[src/rtl/multi_ctrl_fsm.sv]
// multi_ctrl_fsm: multicycle MIPS control unit with memory-ready stalls, sticky illegal-op flag and retire counter
module multi_ctrl_fsm #(
  parameter int CNT_W = 16
) (
  input  logic             clk,
  input  logic             reset,
  input  logic [5:0]       op,
  input  logic             zero,
  input  logic             mem_ready,
  output logic [3:0]       state,
  output logic             MemToReg,
  output logic             RegDst,
  output logic             IorD,
  output logic             ALUSrcA,
  output logic [1:0]       ALUSrcB,
  output logic [1:0]       PCSrc,
  output logic [1:0]       ALUOp,
  output logic             IRWrite,
  output logic             MemWrite,
  output logic             PCWrite,
  output logic             Branch,
  output logic             RegWrite,
  output logic             PCEn,
  output logic             next_ins,
  output logic             illegal_op,
  output logic [CNT_W-1:0] instr_count
);
  typedef enum logic [3:0] {
    FETCH, DECODE, MEMADR, MEMRD, MEMWB, MEMWR,
    EXECUTE, ALUWB, BRANCH, ADDIEXEC, ADDIWB, JUMP
  } state_t;
  localparam logic [CNT_W-1:0] ONE = 1;
  state_t cur, nxt;
  logic   is_sw, op_bad, retire;
  // only the lw/sw distinction is needed after DECODE, so only that bit of op is latched
  always_ff @(posedge clk or posedge reset) begin
    if (reset) begin
      cur         <= FETCH;
      is_sw       <= 1'b0;
      illegal_op  <= 1'b0;
      instr_count <= '0;
    end else begin
      cur <= nxt;
      if (cur == DECODE) is_sw <= (op == 6'b101011);
      if (op_bad) illegal_op <= 1'b1;
      if (retire) instr_count <= instr_count + ONE;
    end
  end
  always_comb begin
    nxt      = FETCH;
    op_bad   = 1'b0;
    next_ins = 1'b0;
    MemToReg = 1'b0;
    RegDst   = 1'b0;
    IorD     = 1'b0;
    ALUSrcA  = 1'b0;
    ALUSrcB  = 2'b00;
    PCSrc    = 2'b00;
    ALUOp    = 2'b00;
    IRWrite  = 1'b0;
    MemWrite = 1'b0;
    PCWrite  = 1'b0;
    Branch   = 1'b0;
    RegWrite = 1'b0;
    case (cur)
      FETCH: begin
        ALUSrcB = 2'b01;
        IRWrite = mem_ready;
        PCWrite = mem_ready;
        nxt     = mem_ready ? DECODE : FETCH;
      end
      DECODE: begin
        ALUSrcB = 2'b11;
        case (op)
          6'b100011, 6'b101011: nxt = MEMADR;
          6'b000000:            nxt = EXECUTE;
          6'b000100:            nxt = BRANCH;
          6'b001000:            nxt = ADDIEXEC;
          6'b000010:            nxt = JUMP;
          default: begin
            op_bad   = 1'b1;
            next_ins = 1'b1;
          end
        endcase
      end
      MEMADR: begin
        ALUSrcA = 1'b1;
        ALUSrcB = 2'b10;
        nxt     = is_sw ? MEMWR : MEMRD;
      end
      MEMRD: begin
        IorD = 1'b1;
        nxt  = mem_ready ? MEMWB : MEMRD;
      end
      MEMWB: begin
        MemToReg = 1'b1;
        RegWrite = 1'b1;
        next_ins = 1'b1;
      end
      MEMWR: begin
        IorD     = 1'b1;
        MemWrite = 1'b1;
        next_ins = mem_ready;
        nxt      = mem_ready ? FETCH : MEMWR;
      end
      EXECUTE: begin
        ALUSrcA = 1'b1;
        ALUOp   = 2'b10;
        nxt     = ALUWB;
      end
      ALUWB: begin
        RegDst   = 1'b1;
        RegWrite = 1'b1;
        next_ins = 1'b1;
      end
      BRANCH: begin
        ALUSrcA  = 1'b1;
        ALUOp    = 2'b01;
        PCSrc    = 2'b01;
        Branch   = 1'b1;
        next_ins = 1'b1;
      end
      ADDIEXEC: begin
        ALUSrcA = 1'b1;
        ALUSrcB = 2'b10;
        nxt     = ADDIWB;
      end
      ADDIWB: begin
        RegWrite = 1'b1;
        next_ins = 1'b1;
      end
      JUMP: begin
        PCSrc    = 2'b10;
        PCWrite  = 1'b1;
        next_ins = 1'b1;
      end
      default: nxt = FETCH;
    endcase
  end
  assign retire = next_ins & ~op_bad;
  assign PCEn   = PCWrite | (Branch & zero);
  assign state  = cur;
endmodule
[config.mk]
export PLATFORM = sky130hd
export DESIGN_NAME = multi_ctrl_fsm
export DESIGN_NICKNAME = d
export VERILOG_FILES = /design/src/rtl/multi_ctrl_fsm.sv
export SDC_FILE = /design/constraint.sdc
export NUM_CORES = 1
export LEC_CHECK = 0
export ABC_AREA = 0
export CORE_MARGIN = 1.5
export CORE_UTILIZATION = 44
export DETAILED_ROUTE_END_ITERATION = 8
export PLACE_DENSITY = 0.77
export SETUP_SLACK_MARGIN = 0.2
export SYNTH_ARGS = -nofsm -noshare
export SYNTH_HDL_FRONTEND = slang
export SYNTH_SLANG_ARGS = --single-unit
[constraint.sdc]
create_clock -name clk -period 1.9 [get_ports clk]
set_input_delay 0.475 -clock clk [delete_from_list [all_inputs] [get_ports clk]]
set_output_delay 0.475 -clock clk [all_outputs]
set_load 0.01 [all_outputs]
Yosys cells after proc, flatten, opt, wreduce, memory -nomap -nowiden
Cells that the tools add are included.
- register bits after elaboration: 22
- input bits: 10
- output and inout port bits: 38
- add/subtract/negate cells: 1
- equal/unequal tests: 16
- mux-type cells: 21
- bitwise operators: 4
- reductions and logical operators: 9
- operators by type and width (kind ; number):
    4-bit one-hot mux with 7 select lines ; 1
    4-bit one-hot mux with 5 select lines ; 1
    16-bit by 1-bit adder with 16-bit output (second input constant) ; 1
    4-bit by 3-bit equality test with 1-bit output (second input constant) ; 4
    4-bit equality test (second input constant) ; 4
    6-bit equality test (second input constant) ; 2
    1-bit two-way mux ; 11
    3-bit two-way mux ; 3
    4-bit by 2-bit equality test with 1-bit output (second input constant) ; 2
    2-bit one-hot mux with 2 select lines ; 2
    6-bit by 2-bit equality test with 1-bit output (second input constant) ; 1
    6-bit by 3-bit equality test with 1-bit output (second input constant) ; 1
    6-bit by 4-bit equality test with 1-bit output (second input constant) ; 1
    6-bit zero test ; 1
    2-bit one-hot mux with 3 select lines ; 1
    2-bit OR reduction ; 3
    6-bit OR reduction ; 1
    5-bit OR reduction ; 1
    4-bit by 1-bit equality test with 1-bit output (second input constant) ; 1
    4-bit zero test ; 1
    4-bit OR reduction ; 1
    1-bit one-hot mux with 3 select lines ; 1
    3-bit OR reduction ; 1
    1-bit bitwise AND ; 2
    other kinds (3) ; 3

Depth between registers and ports, before layout
Gate-level depths: netlist of the first run.
- depth after elaboration: 6
- mapped depth: 5

Least setup slack after synthesis of the first run
OpenSTA, ideal clock, no wires.
- kind: register to output
- start: register cur[3] (netlist: state[3])
- end: output PCEn
- arrival: 1.414 ns
- path slack: 0.011 ns
- stages on the path, launching flop included: 6
- buffers on the path: 1
- path through: dfrtp_1 buf_2 nor2_1 and4_1 or2_2 a21o_1
- RTL lines (element ; line ; text):
    start: declaration ; 33 ; state_t cur, nxt;
    start signal: assignment ; 43 ; cur <= nxt;
    4-bit equality test or 4-bit zero test (tied branches) ; 65 ; case (cur)
    1-bit one-hot mux with 2 select lines * ; 65 ;
    via PCWrite ; 20 ; output logic PCWrite,
    1-bit OR * ; 141 ; assign PCEn = PCWrite | (Branch & zero);
    end: declaration ; 23 ; output logic PCEn,
The timed path passes the listed nets; every way through them passes the cells marked *.

Final worst setup path of the first run
- start: input op[5]
- end: output next_ins
- cells in the longest elaborated chain, start to end: 4
- ends and longest elaborated chain (element ; line ; text):
    start: declaration ; 7 ; input logic [5:0] op,
    6-bit equality test, or another cell as far along ; 74 ; case (op)
    6-bit OR reduction (no source line) * ; - ;
    1-bit two-way mux * ; 74 ;
    1-bit one-hot mux with 3 select lines * ; 65 ;
    end: declaration ; 24 ; output logic next_ins,
Every way passes the cells marked *; elsewhere a longest branch is shown, timed or not.

==> results of run 1 <==
[worst max-delay path: stages]
cell	delay (ps)
dlygate4sd2_1	310
and3_4	230
o21ai_1	210
nand4_1	220
nand2b_4	130
buf_6	100
[final timing paths]
kind,slack [ps],endpoint,from,depth (start not counted)
max,-260,next_ins,op[5],6
min,320,is_sw$_DFFE_PP0P_,reset,2
max reg2reg,30,instr_count[0]$_DFFE_PP0P_,state[1]$_DFF_PP0_,8
min reg2reg,510,illegal_op$_DFFE_PP0P_,illegal_op$_DFFE_PP0P_,1
max in group asynchronous,1090,state[1]$_DFF_PP0_,reset,3
min in group clk,510,illegal_op$_DFFE_PP0P_,illegal_op$_DFFE_PP0P_,1
[cell usage after synthesis (all sizes together) (3+ instances only)]
library cell  number  area (µm²)
nand2b             6        37.5
clkbuf             5        18.8
buf                3        23.8
nor2              10        37.5
and4               4        35.0
a21oi              4        20.0
nand2              6        22.5
dfrtp             22         551
and3               7        43.8
nor3               9        45.0
nand4             11        68.8
nand3              5        25.0
inv                5        18.8
xnor2             15         131
o21ai              6        30.0
[state kept, by name, indices dropped and copies added (netlist names)]
signal and flops:
instr_count 16, is_sw 1, state 4, illegal_op 1
[stage by stage]
| step | std cells | utilization, % | setup TNS [ps] | cell area, µm² |
|---|---|---|---|---|
| floorplan | 139 | - | 0 | 1340 |
| global placement | 241 | 73.3 | -5400 | 2040 |
| detailed placement | 241 | 73.3 | -6500 | 2040 |
| CTS | 275 | 84.4 | -620 | 2350 |
| global route | 286 | 95.1 | -2570 | 2650 |
| finish | 286 | 95.1 | -1980 | 2650 |
[routing by layer]
metal  up-vias  part of all wire (%)
met4         0                   8.5
met1       851                    33
met5         -                     0
met3        65                   8.4
li1        736                     -
met2       180                    50
[where the power goes]
part	leakage [nW]	internal (mW)	switching, mW
clock network	0.0279	0.213	0.152
logic	1.10	0.953	0.893
registers	0.285	0.537	0.0765
[placed cells by master, fill, tap and decap left out, types with 2 or more instances in the layout]
cell / netlist / routed
o21ai_0: 6 / 2
clkdlybuf4s15_1: 0 / 2
dfrtp_2: 0 / 5
xnor2_1: 15 / 12
nor2_4: 0 / 2
xnor2_2: 0 / 3
and3_1: 7 / 6
clkbuf_4: 0 / 3
dlygate4sd2_1: 0 / 12
nand2_1: 6 / 4
nor2_1: 10 / 4
a21o_1: 2 / 2
inv_2: 0 / 2
buf_6: 1 / 20
dfrtp_1: 22 / 17
inv_1: 5 / 3
o21ai_1: 0 / 2
and4_1: 4 / 3
a21oi_1: 4 / 4
dlymetal6s2s_1: 0 / 9
nand3_4: 0 / 3
nand4_1: 11 / 11
nor3_4: 0 / 4
nor3_2: 0 / 2
buf_2: 1 / 15
o21ai_2: 0 / 2
nor3_1: 9 / 3
nand2b_4: 0 / 4
nand2b_1: 6 / 2
clkdlybuf4s50_1: 0 / 2
nor2_2: 0 / 4
buf_4: 1 / 55
[cell type report]
type                       instances  area [µm²]
sequential                        22         557
fill                              68         136
clock buffer                       3        22.5
timing repair buffer             120        1050
tap                               31        38.8
clock inverter                     1        30.0
inverter                           5        18.8
multi-input combinational        104         931
[logic make-up (layout without fill, tap and decap cells)]
group,Yosys count,count (layout),synth area share (%)
simple gates,66,66,28.9
flops,22,22,42.3
compound gates,19,19,10.9
xor+xnor,17,17,11.4
buf+inv,13,129,4.71
fa+ha+maj,1,1,0.960
mux,1,1,0.864
[timing repair]
| action | in CTS | in global routing |
|---|---|---|
| pin swaps | 7 | 15 |
| buffers inserted | 30 | 10 |
| endpoints found under the setup margin | 56 | 45 |
| hold endpoints to repair | 0 | 0 |
| gates cloned | 0 | 1 |
| resized for setup | 140 | 50 |
==> metrics, run 1 <==
Post-DP HPWL=between 2000 and 3000 µm; clk root buf=clkbuf_4; vias in the first global route=about 1,600; Syn Std Cell Area=1300 µm²; P per Cell Area=1070 nW/µm²; port buffer count=47; CP required=about 1400 ps; Placement Rows=19; GRT busiest layer=met2; outcome=complete, but fails checks; CP Launch Type=input pin; nature of the critical path endpoint=output port; MaxCap Viol Count=0; Tcrit/Tclk final=114%; fmax=463 MHz; Synth Register Bits=22; worst hold path class=input pin to async pin; Crit Path Max Fanout=4; area delta synth->final=103%; ys async rst share=100%; Avg Inst Size Synth=~9.4 µm²; CTS H-tree lvls=1; chip width=roughly 57 µm; failing checks=negative setup slack; Synth Instances=~140; ratio of cells with drive above 1 in the final layout=roughly 56%; clk_skew=between 1.5 and 2 ps; n_diodes=0; Max Slew Vio Count=0; drt wl/cell=about 25 µm; First DRT Iteration DRCs=151; Residual DRC=0; Syn Nets=150; Setup Slack @ Placement=-816 ps; total power=between 2 and 3 mW; RD Place Congestion=0.942; initial cell density of the core=46.8%; RSZ-0062 raised after global routing=true; Max VDD drop=roughly 1100 µV; initial antenna violation count=0; Hold Slack=around 320 ps; cts bufs inserted=3; grt met2 use=about 60%; CTS Sinks=22; full die area=~3300 µm²; Routed WL=7110 µm; First-pass DRT Iterations=9; Clock Path Buffers=2; routing usage on met3=under 10%; setup ws final=-261 ps; first-pass GRT wire length=around 7800 µm; Total Nets Final=about 270; worst slew pin tran=449 ps; Worst-Skew Late Latency=around 310 ps; synth unique cells=33; register area share after synthesis=42.3%; number of synthesized flops with an enable pin=0; detailed-route vias per instance=between 6 and 7; GR Util All Layers=31.4%; crit path kind=input pin to output port; hold_buf cts=0; minimum clock period=between 2000 and 2500 ps; Die Ht=57.4 µm; post-route ant nets=0; Core Region=2780 µm²; max_slew headroom=69.7%; Hold Violations, Final=0; Reg clk slew, reported paths=130 ps; Primary FF master, synth=dfrtp_1; leakage=between 1 and 1.5 nW; grt total ovfl=0; critical path arrival=~1700 ps; CTS tree=done; Final setup viols=13; yosys warns=0; Ports=48; DR vias=1,832; largest net degree at the start of global routing=21; met1 Resource Use GR=about 37%
Note: power is estimated with default switching activity, not from simulation.
==> run 2, diff against run 1 <==
--- a/config.mk
+++ b/config.mk
@@ -6,10 +6,12 @@
 export NUM_CORES = 1
 export LEC_CHECK = 0
 export ABC_AREA = 0
+export CELL_PAD_IN_SITES_DETAIL_PLACEMENT = 1
+export CELL_PAD_IN_SITES_GLOBAL_PLACEMENT = 2
 export CORE_MARGIN = 1.5
-export CORE_UTILIZATION = 44
+export CORE_UTILIZATION = 25
 export DETAILED_ROUTE_END_ITERATION = 8
-export PLACE_DENSITY = 0.77
+export PLACE_DENSITY = 0.76
 export SETUP_SLACK_MARGIN = 0.2
 export SYNTH_ARGS = -nofsm -noshare
 export SYNTH_HDL_FRONTEND = slang
==> metrics, run 2 (same netlist as run 1, synthesis figures left out) <==
outcome=complete, but fails checks; failing checks=negative setup slack; largest net degree at the start of global routing=17 (-19%); Final setup viols=4 (-9); R2R setup slack=90 ps (+60 ps); final setup TNS=-307 ps (+1680 ps); Setup Slack @ Placement=-821 ps (-4.86 ps); non-filler instance count after layout=324 (+13%); most common cell after layout, fill and taps aside=buf_6; P per Cell Area=983 nW/µm² (-8.0%); RSZ-0062 raised after global routing=true; hold_buf cts=0 (unchanged); drt wl/cell=17.0 µm (-32%); Max VDD drop=746 µV (-33%); post-route ant nets=0 (unchanged); Hold Violations, Final=0 (unchanged); Tcrit/Tclk final=106% (-7.7 points); cell-internal power=1.76 mW (+3.2%); grt total ovfl=0 (unchanged); full die area=5650 µm² (+72%); initial antenna violation count=0 (unchanged); crit path kind=register to output port; worst hold path class=input pin to async pin; DP Cell Count=282 (+17%); leakage=1.42 nW (+0.39%); critical path arrival=1540 ps (-150 ps); max_slew headroom=75.5% (+5.8 points); max reg flops=16 (unchanged); Core Region=5070 µm² (+82%); port buffer count=47 (unchanged); setup ws final=-114 ps (+146 ps); slowest stage cell, crit path=dfrtp_2; Biggest register=instr_count; Crit Path Max Fanout=5 (+1); Placement Rows=26 (+7); Residual DRC=0 (unchanged); fmax=496 MHz (+7.3%); DR vias=1,570 (-14%); clk root buf=clkbuf_8; Clock power frac=11.9% (-1.0 points); most frequent cells in the layout=39 x buf_6, 38 x buf_4, 17 x dfrtp_1; initial cell density of the core=25.7% (-21 points); Clock Path Buffers=2 (unchanged); CTS Sinks=22 (unchanged); Die Ht=75.2 µm (+31%); fill cell count=561 (+730%); CP most frequent cell=buf_6; CP cell instances=buf_6 > nor3b_4 > o32ai_4 > nand2b_4 > buf_6; switching share of power=37.5% (-2.2 points); max incr delay on CP=470 ps (+160 ps); Total Nets Final=266 (-0.37%); Ports=48 (unchanged); RD Place Congestion=0.825 (-12%); n_diodes=0 (unchanged); switching power=1.06 mW (-5.9%); First-pass DRT Iterations=4 (-5); worst r2r path cells=7 (-1); CP startpoint=state[1]$_DFF_PP0_; Logic pwr share=65.9% (+0.5 points); First DRT Iteration DRCs=78 (-48%); first-pass GRT wire length=8060 µm (+3.0%); minimum clock period=2010 ps (-146 ps); sequential group share of total power=22.2% (+0.5 points); reg2reg end=instr_count[1]$_DFFE_PP0P_; area delta synth->final=120%; MaxCap Viol Count=0 (unchanged); Area after DPL=2110 µm² (+3.7%); CP required=1420 ps (about the same); CTS H-tree lvls=1 (unchanged); Routed WL=5500 µm (-23%); CTS tree=done; post-route design area=2860 µm² (+8.2%); worst slew pin tran=368 ps (-81.6 ps); ratio of cells with drive above 1 in the final layout=61.0% (+4.6 points); vias in the first global route=1,696 (+5.7%); clk_skew=3.25 ps (+1.44 ps); Post-DP HPWL=3320 µm (+12%); Final Core Density=56.4% (-39 points); detailed-route vias per instance=4.85 (-24%); Hold Slack=438 ps (+114 ps); chip width=75.2 µm (+31%); nature of the critical path endpoint=output port; CP Launch Type=register; total power=2.81 mW (-0.39%); Reg clk slew, reported paths=80 ps (-50 ps); GR Util All Layers=19.0% (-12 points); Max Slew Vio Count=0 (unchanged); reg2reg start=state[1]$_DFF_PP0_; cts bufs inserted=3 (unchanged); Worst-Skew Late Latency=260 ps (-50 ps)
-- run 2: layer usage --
| layer | share of wire (%) | vias to the layer above | track usage [%] |
|---|---|---|---|
| li1 | - | 733 | - |
| met1 | 39 | 770 | 21.0 |
| met2 | 55 | 51 | 37.4 |
| met3 | 3.5 | 16 | 1.74 |
| met4 | 3.3 | 0 | 6.94 |
| met5 | 0 | - | 0 |
-- run 2: what timing repair did --
action | CTS | global route
hold endpoints to repair | 0 | 0
resized for setup | 177 | 56
endpoints found under the setup margin | 50 | 45
cloned | 1 | 0
buffers inserted | 28 | 9
pin swaps | 28 | 20
-- run 2: cell type report --
class	count	area [µm²]	share of cell area, %
repair buffers	119	1130	39.4
multi-input cells	104	1020	35.5
flip-flops and latches	22	557	19.4
well taps	70	87.6	3.06
clock buffers	4	55.1	1.92
inverters	5	18.8	0.656
-- run 2: worst max-delay path by stage --
stage | slack, ps | end
2_1_floorplan | 130 | next_ins
5_1_grt | -170 | ALUSrcB[1]
3_3_place_gp | -760 | next_ins
4_1_cts | -120 | next_ins
3_5_place_dp | -820 | next_ins
6_report | -110 | next_ins
-- run 2: critical path: cells and delay by family, from the launching register on --
| kind | cells | cell delay (ps) |
|---|---|---|
| AO/OA/AOI/OAI | 1 | 140 |
| buffers and inverters | 2 | 270 |
| flip-flops | 1 | 470 |
| AND/OR/NAND/NOR | 2 | 410 |
-- run 2: power groups by stage --
stage	registers [mW]	clock network, mW	logic (mW)
final	0.625	0.334	1.85
after global routing	0.636	0.372	1.98
after CTS	0.627	0.345	1.62
after detailed placement	0.635	0	1.20
after global placement	0.628	0	1.16
after floorplan	0.646	0	0.512
